$ cat config.mk
export PLATFORM = sky130hd
export DESIGN_NAME = rc4_key_search_ctrl
export DESIGN_NICKNAME = d
export VERILOG_FILES = /design/src/rtl/rc4_search_pkg.sv /design/src/rtl/rc4_core_slot.sv /design/src/rtl/rc4_key_search_ctrl.sv
export SDC_FILE = /design/constraint.sdc
export NUM_CORES = 1
export LEC_CHECK = 0
export BUFFER_PORTS_ARGS = -buffer_cell sky130_fd_sc_hd__buf_2
export CAP_MARGIN = 20
export CELL_PAD_IN_SITES_DETAIL_PLACEMENT = 2
export CELL_PAD_IN_SITES_GLOBAL_PLACEMENT = 2
export CORE_MARGIN = 3
export CORE_UTILIZATION = 37
export CTS_CLUSTER_DIAMETER = 80
export DETAILED_ROUTE_END_ITERATION = 8
export GPL_ROUTABILITY_DRIVEN = 0
export PLACE_DENSITY = 0.94
export SLEW_MARGIN = 25
export SYNTH_ARGS = -nofsm -noshare
export SYNTH_HDL_FRONTEND = slang
export SYNTH_HIERARCHICAL = 1
export SYNTH_SLANG_ARGS = --single-unit
$ cat constraint.sdc
create_clock -name clk -period 7.6 [get_ports clk]
set_input_delay 1.14 -clock clk [delete_from_list [all_inputs] [get_ports clk]]
set_output_delay 1.14 -clock clk [all_outputs]
set_load 0.02 [all_outputs]
$ cat src/rtl/rc4_search_pkg.sv
// rc4_search_pkg: shared types, defaults and priority helper for the RC4 key-search controller
// Provides the FSM state type, default key/search widths, the core-count ceiling,
// and a lowest-set-bit encoder used by both dispatch and match priority.
package rc4_search_pkg;

    localparam int KEY_WIDTH_DEF   = 24;
    localparam int SEARCH_BITS_DEF = 22;
    localparam int MAX_CORES       = 16;
    localparam int IDX_W           = 4;

    typedef enum logic [2:0] {
        ST_IDLE      = 3'd0,
        ST_RUN       = 3'd1,
        ST_DRAIN     = 3'd2,
        ST_FOUND     = 3'd3,
        ST_EXHAUSTED = 3'd4
    } state_t;

    // Index of the lowest set bit; 0 when no bit is set (callers qualify with |v).
    function automatic logic [IDX_W-1:0] lowest_idx(input logic [MAX_CORES-1:0] v);
        lowest_idx = '0;
        for (int i = MAX_CORES - 1; i >= 0; i--)
            if (v[i]) lowest_idx = IDX_W'(i);
    endfunction

endpackage

$ cat src/rtl/rc4_core_slot.sv
// rc4_core_slot: per-core busy flag and key register for one decrypt core
// Ports: clk/rst clock and sync reset; clr drops the busy flag (abort or new search);
// load dispatches key_in to this core; done is a busy-qualified completion pulse;
// busy is the slot occupancy flag; core_start/core_key drive the attached core.
module rc4_core_slot #(
    parameter int KEY_WIDTH = 24
) (
    input  logic                 clk,
    input  logic                 rst,
    input  logic                 clr,
    input  logic                 load,
    input  logic                 done,
    input  logic [KEY_WIDTH-1:0] key_in,
    output logic                 busy,
    output logic                 core_start,
    output logic [KEY_WIDTH-1:0] core_key
);

    logic [KEY_WIDTH-1:0] key_r;

    always_ff @(posedge clk) begin
        if (rst) begin
            busy  <= 1'b0;
            key_r <= '0;
        end else begin
            busy <= clr ? 1'b0 : load ? 1'b1 : done ? 1'b0 : busy;
            if (load) key_r <= key_in;
        end
    end

    // The key is forwarded during the dispatch cycle so it is valid alongside core_start.
    assign core_start = load;
    assign core_key   = load ? key_in : key_r;

endmodule

$ cat src/rtl/rc4_key_search_ctrl.sv
// rc4_key_search_ctrl: walks a key range and hands keys to NUM_CORES RC4 decrypt/check cores
// Ports: clk/rst clock and sync active-high reset; start/abort control pulses;
// key_lo/key_hi inclusive search range; core_key/core_start per-core key and dispatch pulse;
// core_done/core_match per-core completion and result; busy/found/exhausted status;
// found_key matching key; keys_tried count of accepted completions in this search.
module rc4_key_search_ctrl
    import rc4_search_pkg::*;
#(
    parameter int KEY_WIDTH   = KEY_WIDTH_DEF,
    parameter int SEARCH_BITS = SEARCH_BITS_DEF,
    parameter int NUM_CORES   = 4
) (
    input  logic                           clk,
    input  logic                           rst,
    input  logic                           start,
    input  logic                           abort,
    input  logic [SEARCH_BITS-1:0]         key_lo,
    input  logic [SEARCH_BITS-1:0]         key_hi,
    output logic [NUM_CORES*KEY_WIDTH-1:0] core_key,
    output logic [NUM_CORES-1:0]           core_start,
    input  logic [NUM_CORES-1:0]           core_done,
    input  logic [NUM_CORES-1:0]           core_match,
    output logic                           busy,
    output logic                           found,
    output logic                           exhausted,
    output logic [KEY_WIDTH-1:0]           found_key,
    output logic [SEARCH_BITS:0]           keys_tried
);

    state_t                 state;
    logic [SEARCH_BITS-1:0] lo_r, hi_r, next_key;
    logic [NUM_CORES-1:0]   slot_busy, free, done_v, match_v, load;
    logic [IDX_W-1:0]       disp_idx, match_idx;
    logic [KEY_WIDTH-1:0]   match_key, issue_key;
    logic [SEARCH_BITS:0]   done_cnt;
    logic                   running, accept, clr, match_any, dispatch, last;

    assign running   = (state == ST_RUN) || (state == ST_DRAIN);
    assign accept    = start && !abort && !running;
    assign clr       = abort || accept;
    assign busy      = running;
    // Completions only count for cores we actually dispatched to in this search.
    assign done_v    = core_done & slot_busy & {NUM_CORES{running}};
    assign match_v   = done_v & core_match;
    assign match_any = |match_v;
    assign free      = ~slot_busy;
    assign disp_idx  = lowest_idx(MAX_CORES'(free));
    assign match_idx = lowest_idx(MAX_CORES'(match_v));
    // An inverted range never dispatches; the RUN state retires it on its first cycle.
    assign dispatch  = (state == ST_RUN) && !abort && !match_any && (|free) && (lo_r <= hi_r);
    assign last      = next_key == hi_r;
    assign issue_key = KEY_WIDTH'(next_key);

    always_comb begin
        load      = '0;
        match_key = '0;
        done_cnt  = '0;
        for (int i = 0; i < NUM_CORES; i++) begin
            load[i]   = dispatch && (disp_idx == IDX_W'(i));
            match_key = (match_idx == IDX_W'(i)) ? core_key[i*KEY_WIDTH +: KEY_WIDTH] : match_key;
            done_cnt  = done_cnt + (SEARCH_BITS+1)'(done_v[i]);
        end
    end

    genvar g;
    generate
        for (g = 0; g < NUM_CORES; g++) begin : g_slot
            rc4_core_slot #(.KEY_WIDTH(KEY_WIDTH)) u_slot (
                .clk        (clk),
                .rst        (rst),
                .clr        (clr),
                .load       (load[g]),
                .done       (done_v[g]),
                .key_in     (issue_key),
                .busy       (slot_busy[g]),
                .core_start (core_start[g]),
                .core_key   (core_key[g*KEY_WIDTH +: KEY_WIDTH])
            );
        end
    endgenerate

    always_ff @(posedge clk) begin
        if (rst) begin
            state      <= ST_IDLE;
            lo_r       <= '0;
            hi_r       <= '0;
            next_key   <= '0;
            found      <= 1'b0;
            exhausted  <= 1'b0;
            found_key  <= '0;
            keys_tried <= '0;
        end else if (abort) begin
            state     <= ST_IDLE;
            found     <= 1'b0;
            exhausted <= 1'b0;
        end else if (accept) begin
            state      <= ST_RUN;
            lo_r       <= key_lo;
            hi_r       <= key_hi;
            next_key   <= key_lo;
            found      <= 1'b0;
            exhausted  <= 1'b0;
            found_key  <= '0;
            keys_tried <= '0;
        end else if (running) begin
            keys_tried <= keys_tried + done_cnt;
            if (match_any) begin
                found_key <= match_key;
                found     <= 1'b1;
                state     <= ST_FOUND;
            end else if ((state == ST_RUN && lo_r > hi_r) || (state == ST_DRAIN && slot_busy == '0)) begin
                exhausted <= 1'b1;
                state     <= ST_EXHAUSTED;
            end else if (dispatch) begin
                // Holding next_key on the final key keeps a full-range search from wrapping.
                next_key <= last ? next_key : next_key + 1'b1;
                state    <= last ? ST_DRAIN : ST_RUN;
            end
        end
    end

endmodule

---- Yosys cells after proc, flatten, opt, wreduce, memory -nomap -nowiden ----
Index checks and enable logic that the tools add are counted.
word-level totals
  input port bits ......................... 56
  flip-flop bits (word level) ............. 218
  output and inout port bits .............. 150
  word-level logic and storage cells ...... 126
cells by class
  order comparisons ....................... 2
  equality and inequality tests ........... 12
  reductions and logical operators ........ 43
  add/sub/neg operators ................... 5
  mux-type cells .......................... 41
  bitwise gates (word level) .............. 6
operators with widths
  cell                                                  count
  2-to-1 mux 24 bit                                     11
  2-to-1 mux 22 bit                                     6
  2-to-1 mux 23 bit                                     2
  2-to-1 mux 4 bit                                      6
  adder 23 x 4 -> 23 bit                                1
  adder 22 x 1 -> 22 bit (second input constant)        1
  equality test 22 bit                                  1
  greater-than comparator 22 bit                        1
  less-or-equal comparator 22 bit                       1
  equality test 4 x 2 -> 1 bit (second input constant)  4
  nonzero test 2 bit                                    7
  AND 4 bit                                             3
  logical AND 1 bit                                     12
  zero test 4 bit                                       3
  2-to-1 mux 1 bit                                      10
  AND reduction 2 bit                                   5
  2-to-1 mux 3 bit                                      3
  equality test 4 x 1 -> 1 bit (second input constant)  2
  OR reduction 4 bit                                    2
  2-to-1 mux 2 bit                                      3
  inequality test 2 bit (second input constant)         3
  AND reduction 3 bit                                   2
  AND reduction 6 bit                                   1
  adder 3 x 1 -> 4 bit                                  1
  other kinds (12)                                      18

---- Longest topological paths before layout ----
Gate-level depths: netlist of the first run.
  depth in word-level cells ............... 18
  depth in mapped cells ................... 15
  mapped depth without buffers ............ 13

---- Modules after synthesis ----
The synthesis of the first run kept the hierarchy.
by module, submodules not included
  module               cells an instance  sequential area each (sq um)  instances  area an instance (sq um)
  rc4_key_search_ctrl  817                2362.3                        1          6441.2
  rc4_core_slot        82                 500.5                         4          1058.5

---- Least setup slack after synthesis of the first run ----
OpenSTA, ideal clock, no wires.
  path kind ............................... input port to output port
  from .................................... in core_done[0]
  to ...................................... out core_key[51]
  arrival time ............................ 2.889 ns
  required time ........................... 6.460 ns
  path buffers ............................ 2
  stages .................................. 8
  slack ................................... 3.571 ns
  cell sequence ........................... nand3_1 > a211oi_2 > nor4_2 > nand2_1 > nor4_1 > buf_6 > buf_6 > mux2_4
on the way
  cells in the longest elaborated chain, start to end .. 10
ends and longest elaborated chain
  what                            line                       text
  start, declared                 rc4_key_search_ctrl.sv:21  input logic [NUM_CORES-1:0] core_done,
  AND 4 bit (2 in a row)          rc4_key_search_ctrl.sv:43  assign done_v = core_done & slot_busy & {NUM_CORES{running}};
  AND 4 bit                       rc4_key_search_ctrl.sv:44  assign match_v = done_v & core_match;
  OR reduction 4 bit              rc4_key_search_ctrl.sv:45  assign match_any = |match_v;
  zero test 1 bit                 rc4_key_search_ctrl.sv:50  assign dispatch = (state == ST_RUN) && !abort && !match_any && (|free) && (lo_r <= hi_r);
  logical AND 1 bit (3 in a row)  rc4_key_search_ctrl.sv:50
  logical AND 1 bit               rc4_key_search_ctrl.sv:59  load[i] = dispatch && (disp_idx == IDX_W'(i));
  via load[2]                     rc4_key_search_ctrl.sv:32  logic [NUM_CORES-1:0] slot_busy, free, done_v, match_v, load;
  2-to-1 mux 24 bit               rc4_core_slot.sv:33        assign core_key = load ? key_in : key_r;
  end, declared                   rc4_key_search_ctrl.sv:19  output logic [NUM_CORES*KEY_WIDTH-1:0] core_key,
The timed path passes the listed nets, and every way through them passes these cells.

---- Worst setup path after layout of the first run ----
  from .................................... reg hi_r[12]
  to ...................................... out core_key[88]
on the way
  cells in the longest elaborated chain, start to end .. 4
ends and longest elaborated chain
  what                             line                       text
  start, declared                  rc4_key_search_ctrl.sv:31  logic [SEARCH_BITS-1:0] lo_r, hi_r, next_key;
  start signal, assigned           rc4_key_search_ctrl.sv:99  hi_r <= key_hi;
  less-or-equal comparator 22 bit  rc4_key_search_ctrl.sv:50
  logical AND 1 bit                rc4_key_search_ctrl.sv:50
  logical AND 1 bit                rc4_key_search_ctrl.sv:59
  2-to-1 mux 24 bit                rc4_core_slot.sv:33
Every way passes these cells.

==> summary.md, run 1 <==
| Metric | Value |
|---|---|
| Status | `completed` |
| Tmin final | `5.75 ns` |
| CP delay by family, top | `simple AND/OR/NAND/NOR gates` |
| FF+latch count, synth | `around 220` |
| Worst path buffer plus inverter count | `3` |
| Total global routing track utilization | `0.294` |
| First-pass GRT wire length | `70400 um` |
| # port buffers | `205` |
| Fmax | `~0.17 GHz` |
| Area post-placement | `roughly 12000 sq um` |
| Grt ovf | `0` |
| Worst path slowest cell | `a221oi_1` |
| Worst-Margin Slew | `around 1 ns` |
| Full die area | `30900 sq um` |
| CTS buffer count | `26` |
| Vias per cell | `slightly below 6` |
| DRT Wirelength | `a little under 50000 um` |
| Fin crit share | `0.757` |
| Number of synthesized flops with an enable pin | `0` |
| Vias | `about 10000` |
| CP cell instances | `inv_1 -> ha_1 -> a21oi_1 -> nand2_1 -> a221oi_1 -> o211ai_1 -> nand2b_1 -> nand2_1 -> nor4_4 -> buf_4 -> mux2_4 -> buf_2` |
| Fin nets | `~1400` |
| Synth Instances | `~1100` |
| Slew Viols, Final | `0` |
| Hold Path Class | `reg -> reg` |
| PostCTS Resize Cnt | `0` |
| Final setup fails | `0` |
| CP required | `about 6.5 ns` |
| Detail Placement HPWL | `just over 30000 um` |
| Final design utilization | `0.460` |
| Synth top area share | `0.409` |
| Worst-path fanout max | `14` |
| Postcts setup bufs | `0` |
| Worst Clk Skew | `around 0.022 ns` |
| Crit. path cell count | `12` |
| DRC errors left | `0` |
| Mapped cell area | `~11000 sq um` |
| Portion of netlist area occupied by mux cells | `0.140` |
| Setup CP Type | `reg -> out` |
| P_leak | `~5.3 nW` |
| Die X | `around 180 um` |
| CTS clock-pin slew for the worst setup and hold paths | `around 0.06 ns` |
| DRT antenna net count | `0` |
| # Max-Cap Violations | `0` |
| Initial DRT Pass Iterations | `5` |
| Clock Tree Root | `clkbuf_16` |
| Main combinational cell family by area after synthesis | `simple AND/OR/NAND/NOR gates` |
| Sequential area share after synthesis | `0.409` |
| YS warnings | `6` |
| TritonCTS clock tree | `done` |
| WP data arrival | `roughly 4.6 ns` |
| Synth Area in XOR/XNOR | `0.0288` |
| Synth top area cells | `dfxtp_1, mux2_4, nor2b_1` |
| Synth Area in Simple Gates | `0.196` |
| Final hold violation count | `0` |
| Setup TNS | `0 ns` |
| Io pins | `approximately 210` |
| Vias in the first global route | `approximately 11000` |
| Max-slew headroom | `0.331` |
| Complex-gate fraction of the synthesized area | `0.144` |
| Clock sinks | `about 220` |
| Core area | `about 28000 sq um` |
| Worst r2r path cells | `14` |
| Power Density | `~210 nW/um^2` |
| Row cnt | `between 60 and 70` |
| Post-route cell area | `12900 sq um` |
| CTS Hold Bufs | `0` |
| Layout cells sized above 1 | `0.285` |
| Main flop type after synthesis | `dfxtp_1` |
| Layout fillers | `between 3000 and 4000` |
| Pre-CTS setup slack | `2.12 ns` |
| Diodes inserted | `0` |
| Total power | `around 2.7 mW` |
| Largest net degree at the start of global routing | `68` |
| CP max stage delay | `between 0.6 and 0.7 ns` |
| Final WS setup | `1.85 ns` |
| Most frequent CP cell | `nand2_1` |
| Cell taking the most area after synthesis | `dfxtp_1` |
| RSZ-0062 raised after global routing | `no` |
| Synth cell types | `between 60 and 70` |
| Maximum VDD drop | `around 0.15 mV` |
| Mean Syn Cell Area | `around 9.3 sq um` |
| Hold path depth | `1` |
| Antenna violations before repair | `1` |
| P&R area growth vs syn | `20.9%` |
| Adder-Cell Fraction of Synth Area | `0.0338` |
| Worst Setup End Kind | `primary output` |
| # H-tree levels | `1` |
| Post-synth ARST share | `0` |
| Clock Latency Late Sink | `0.54 ns` |
| DIE HEIGHT | `176 um` |
| Per-cell routed wire length | `~28 um` |
| Initial DRC Count | `794` |
| CP Launch Type | `register` |
| CTS Buffer Depth | `3` |
| Initial Utilization | `0.380` |
## synth_stat cells (3+ instances only)
cell type,instances
and3_1,3
xnor2_1,23
or4_1,4
clkbuf_1,48
buf_6,13
a21boi_0,3
mux2i_1,13
o211ai_1,4
mux2_4,76
dfxtp_1,218
or3_1,19
o31ai_1,4
nand3_1,24
a21o_1,12
inv_1,39
mux2_2,20
and4_1,8
a2111oi_2,3
o21a_1,9
o21ai_0,50
a21oi_1,97
or2_2,8
o311ai_0,3
fa_1,3
o21bai_1,4
a31oi_1,4
nor4_1,7
nand2_1,133
o31a_1,4
ha_1,24
nor2_1,58
nor2b_1,101
buf_4,4
a221o_1,13
nor3_1,13
o221ai_1,10
buf_1,3
nand2b_1,7
nand4_1,12
xor2_1,9
## final timing paths
check | start | endpoint | slack [ns]
max | hi_r[12] | core_key[88] | 1.85
min | found_key[1] | found_key[1] | 0.46
max reg2reg | hi_r[12] | found_key[12] | 2.96
min reg2reg | found_key[1] | found_key[1] | 0.46
## cells by family (layout without fill, tap and decap cells)
family,after synthesis,after routing
AO/OA/AOI/OAI,241,241
XOR/XNOR,33,33
adder cells (fa/ha/maj),27,27
buffers and inverters,108,308
flip-flops,218,218
multiplexers,109,109
other,1,8
AND/OR/NAND/NOR,408,408
## power by group
| group | total [mW] | internal (mW) | switching [mW] |
|---|---|---|---|
| clock | 1.33 | 0.790 | 0.538 |
| combinational | 0.203 | 0.0734 | 0.130 |
| sequential | 1.20 | 1.16 | 0.0421 |
| total | 2.74 | 2.03 | 0.710 |
## area by class of cell
| type | count | area (sq um) | area share |
|---|---|---|---|
| clock buffers | 36 | 749 | 0.0581 |
| flip-flops and latches | 218 | 4360 | 0.338 |
| multi-input cells | 826 | 5880 | 0.456 |
| repair buffers | 221 | 1150 | 0.0890 |
| well taps | 378 | 473 | 0.0366 |
| inverters | 39 | 146 | 0.0113 |
| clock inverters | 12 | 143 | 0.0111 |
## metal layers
metal  GRT usage  vias to the layer above  routed length [um]
li1            -                     4367                   -
met5           0                        -                  11
met4       0.122                        2                1770
met2       0.526                      432               24400
met3      0.0519                      111                2900
met1       0.345                     5101               19200
## cells in the final DEF, fill, tap and decap left out, types with 4 or more instances in the layout
cell type,count
a221o_1,13
inv_1,39
o31a_1,4
nor4_1,5
nand3_1,24
clkbuf_1,5
conb_1,8
nor2_1,56
nor3_1,11
o21bai_1,4
xnor2_1,23
or4_1,4
ha_1,24
or2_2,8
dfxtp_1,218
o21a_1,9
mux2_2,20
mux2i_1,13
nand4_1,12
or3_1,19
and4_1,8
clkinv_2,6
xor2_1,9
nand2_1,133
clkbuf_16,27
buf_2,204
clkbuf_8,4
nand2b_1,7
a21oi_1,95
a31oi_1,4
buf_4,17
mux2_4,76
o221ai_1,10
o21ai_0,49
a21o_1,12
nor2b_1,101
o211ai_1,4
o31ai_1,4
## sequential cells by signal, summed over array words and instances (netlist names), 3 cells and up
register             flops
found_key               24
g_slot.u_slot/busy       4
g_slot.u_slot/key_r     96
hi_r                    22
keys_tried              23
lo_r                    22
next_key                22
state                    3
## stage by stage
stage	std cells	hold WS, ns
finish	1730	0.459
global route	1730	0.478
CTS	1730	0.466
detailed placement	1682	0.439
global placement	1682	0.430
floorplan	1152	0.436
(Power assumes the default switching activity.)
==> run 2: changes to the inputs <==
--- a/config.mk
+++ b/config.mk
@@ -10,11 +10,11 @@
 export CELL_PAD_IN_SITES_DETAIL_PLACEMENT = 2
 export CELL_PAD_IN_SITES_GLOBAL_PLACEMENT = 2
 export CORE_MARGIN = 3
-export CORE_UTILIZATION = 37
+export CORE_UTILIZATION = 34
 export CTS_CLUSTER_DIAMETER = 80
 export DETAILED_ROUTE_END_ITERATION = 8
 export GPL_ROUTABILITY_DRIVEN = 0
-export PLACE_DENSITY = 0.94
+export PLACE_DENSITY = 0.88
 export SLEW_MARGIN = 25
 export SYNTH_ARGS = -nofsm -noshare
 export SYNTH_HDL_FRONTEND = slang
==> constraint.sdc (replaced) <==
create_clock -name clk -period 5.4 [get_ports clk]
set_input_delay 0.81 -clock clk [delete_from_list [all_inputs] [get_ports clk]]
set_output_delay 0.81 -clock clk [all_outputs]
set_load 0.02 [all_outputs]
==> run 2 against run 1 <==
- clock-buffer cell count decreased by 2
- worst hold slack got worse by 0.0012 ns
- via count decreased by 5.3%
- die area increased by 8.5%
- highest routed layer unchanged
==> summary.md, run 2 (synthesis results as in run 1) <==
| Metric | Value |
|---|---|
| Worst Setup End Kind | `primary output` |
| Tmin final | `about 4.8 ns` |
| DRT Wirelength | `40500 um` |
| P&R area growth vs syn | `20.0%` |
| PostCTS Resize Cnt | `0` |
| WP data arrival | `slightly above 4 ns` |
| Largest Register | `g_slot.u_slot/key_r` |
| Fin nets | `roughly 1400` |
| Top Registers | `g_slot.u_slot/key_r (96), found_key (24), keys_tried (23)` |
| Worst path slowest cell | `buf_4` |
| Setup CP Type | `reg -> out` |
| Hold Path Class | `reg -> reg` |
| CP delay by family, top | `compound AO/OA/AOI/OAI gates` |
| Vias in the first global route | `~10000` |
| Max FFs per register | `96` |
| Worst path buffer plus inverter count | `3` |
| Initial DRT Pass Iterations | `5` |
| CP max stage delay | `~0.53 ns` |
| CTS clock-pin slew for the worst setup and hold paths | `0.06 ns` |
| CTS Buffer Depth | `3` |
| Vias per cell | `5.44` |
| Vias | `between 9000 and 10000` |
| Power Density | `between 200 and 300 nW/um^2` |
| Layout fillers | `~3400` |
| TritonCTS clock tree | `done` |
| Area occupied by multi-input gates | `5870 sq um` |
| CP cell instances | `inv_1 -> ha_1 -> a21oi_1 -> nand2_1 -> a221oi_1 -> o211ai_1 -> nand2b_1 -> nand2_1 -> nor4_2 -> buf_4 -> mux2_2 -> buf_2` |
| Clock Latency Late Sink | `between 0.5 and 0.6 ns` |
| Clock Tree Root | `clkbuf_16` |
| Die X | `approximately 180 um` |
| Diodes inserted | `0` |
| Antenna violations before repair | `1` |
| Register area | `about 4400 sq um` |
| # H-tree levels | `1` |
| Commonest non-fill, non-tap cells in the layout | `dfxtp_1, buf_2, nand2_1` |
| Fmax | `around 0.21 GHz` |
| Clock sinks | `around 220` |
| Core area | `approximately 30000 sq um` |
| Setup TNS | `0 ns` |
| # Max-Cap Violations | `0` |
| Layout cells sized above 1 | `0.284` |
| P_leak | `about 5.3 nW` |
| Slew Viols, Final | `0` |
| Total global routing track utilization | `0.234` |
| Detail Placement HPWL | `29000 um` |
| Commonest non-fill, non-tap cell in the layout | `dfxtp_1` |
| Postcts setup bufs | `0` |
| Worst-Margin Slew | `approximately 0.9 ns` |
| DRC errors left | `0` |
| Worst-path fanout max | `25` |
| # port buffers | `slightly above 200` |
| Maximum VDD drop | `0.223 mV` |
| RSZ-0062 raised after global routing | `no` |
| Grt ovf | `0` |
| Status | `completed` |
| Per-cell routed wire length | `23.2 um` |
| CP required | `~4.6 ns` |
| Initial Utilization | `0.347` |
| CTS buffer count | `25` |
| DRT antenna net count | `0` |
| Full die area | `about 34000 sq um` |
| First-pass GRT wire length | `62000 um` |
| Largest net degree at the start of global routing | `67` |
| Final hold violation count | `0` |
| CTS Hold Bufs | `0` |
| Worst Clk Skew | `~0.019 ns` |
| CP Launch Type | `register` |
| Initial DRC Count | `479` |
| Hold_ws | `between 0.4 and 0.5 ns` |
| Row cnt | `between 60 and 70` |
| Max-slew headroom | `0.393` |
| Io pins | `around 210` |
| Final setup fails | `0` |
| Most frequent CP cell | `nand2_1` |
| Fin crit share | `0.896` |
| DIE HEIGHT | `183 um` |
[run 2: cell types whose count changed in the layout (fill, tap and decap cells not counted), sizes merged]
cell,change
inv,+1
bufinv,-2
clkbuf,-2
clkinv,+2
clkinvlp,-2
[run 2: path summary, 6_finish.rpt]
kind,startpoint,endpoint,slack (ns),cells after the start
min reg2reg,found_key[6],found_key[6],0.46,2
min,found_key[6],found_key[6],0.46,2
max reg2reg,hi_r[12],found_key[2],1.48,14
max,hi_r[12],core_key[73],0.56,12
[run 2: worst register-to-register path: cells and delay by family, from the launching register on]
kind,cells,cell delay (ns)
AO/OA/AOI/OAI,6,1.35
AND/OR/NAND/NOR,4,0.72
buffers and inverters,2,0.58
multiplexers,1,0.45
flip-flops,1,0.37
adder cells (fa/ha/maj),1,0.31
[run 2: per-layer routing]
layer / up-vias / global-route usage / part of all wire
met5: - / 0 / 0.00032
met3: 50 / 0.0351 / 0.048
met1: 4841 / 0.293 / 0.43
met2: 230 / 0.426 / 0.50
met4: 2 / 0.0488 / 0.019
li1: 4363 / - / -
[run 2: stage by stage]
| stage | area, sq um | total power [mW] | util | instances | setup WS (ns) |
|---|---|---|---|---|---|
| after floorplan | 10700 | 1.88 | - | 1152 | 2.00 |
| after global placement | 12000 | 1.99 | 0.391 | 1700 | 1.13 |
| after detailed placement | 12000 | 2.00 | 0.391 | 1700 | 1.02 |
| after CTS | 12800 | 3.66 | 0.416 | 1745 | 0.537 |
| after global routing | 12800 | 3.76 | 0.417 | 1745 | 0.332 |
| final | 12800 | 3.62 | 0.417 | 1745 | 0.561 |
[run 2: layout make-up]
class	count	area share
clock buffer	34	0.0546
clock inverter	11	0.00674
inverter	39	0.0114
multi-input combinational	826	0.458
sequential	218	0.341
tap	396	0.0387
timing repair buffer	221	0.0897
[run 2: where the power goes]
group          internal [mW]  leakage [nW]  total [mW]  switching [mW]
sequential              1.64          1.76        1.69          0.0544
clock                  0.954         0.393        1.66           0.704
combinational          0.103          3.13       0.275           0.172
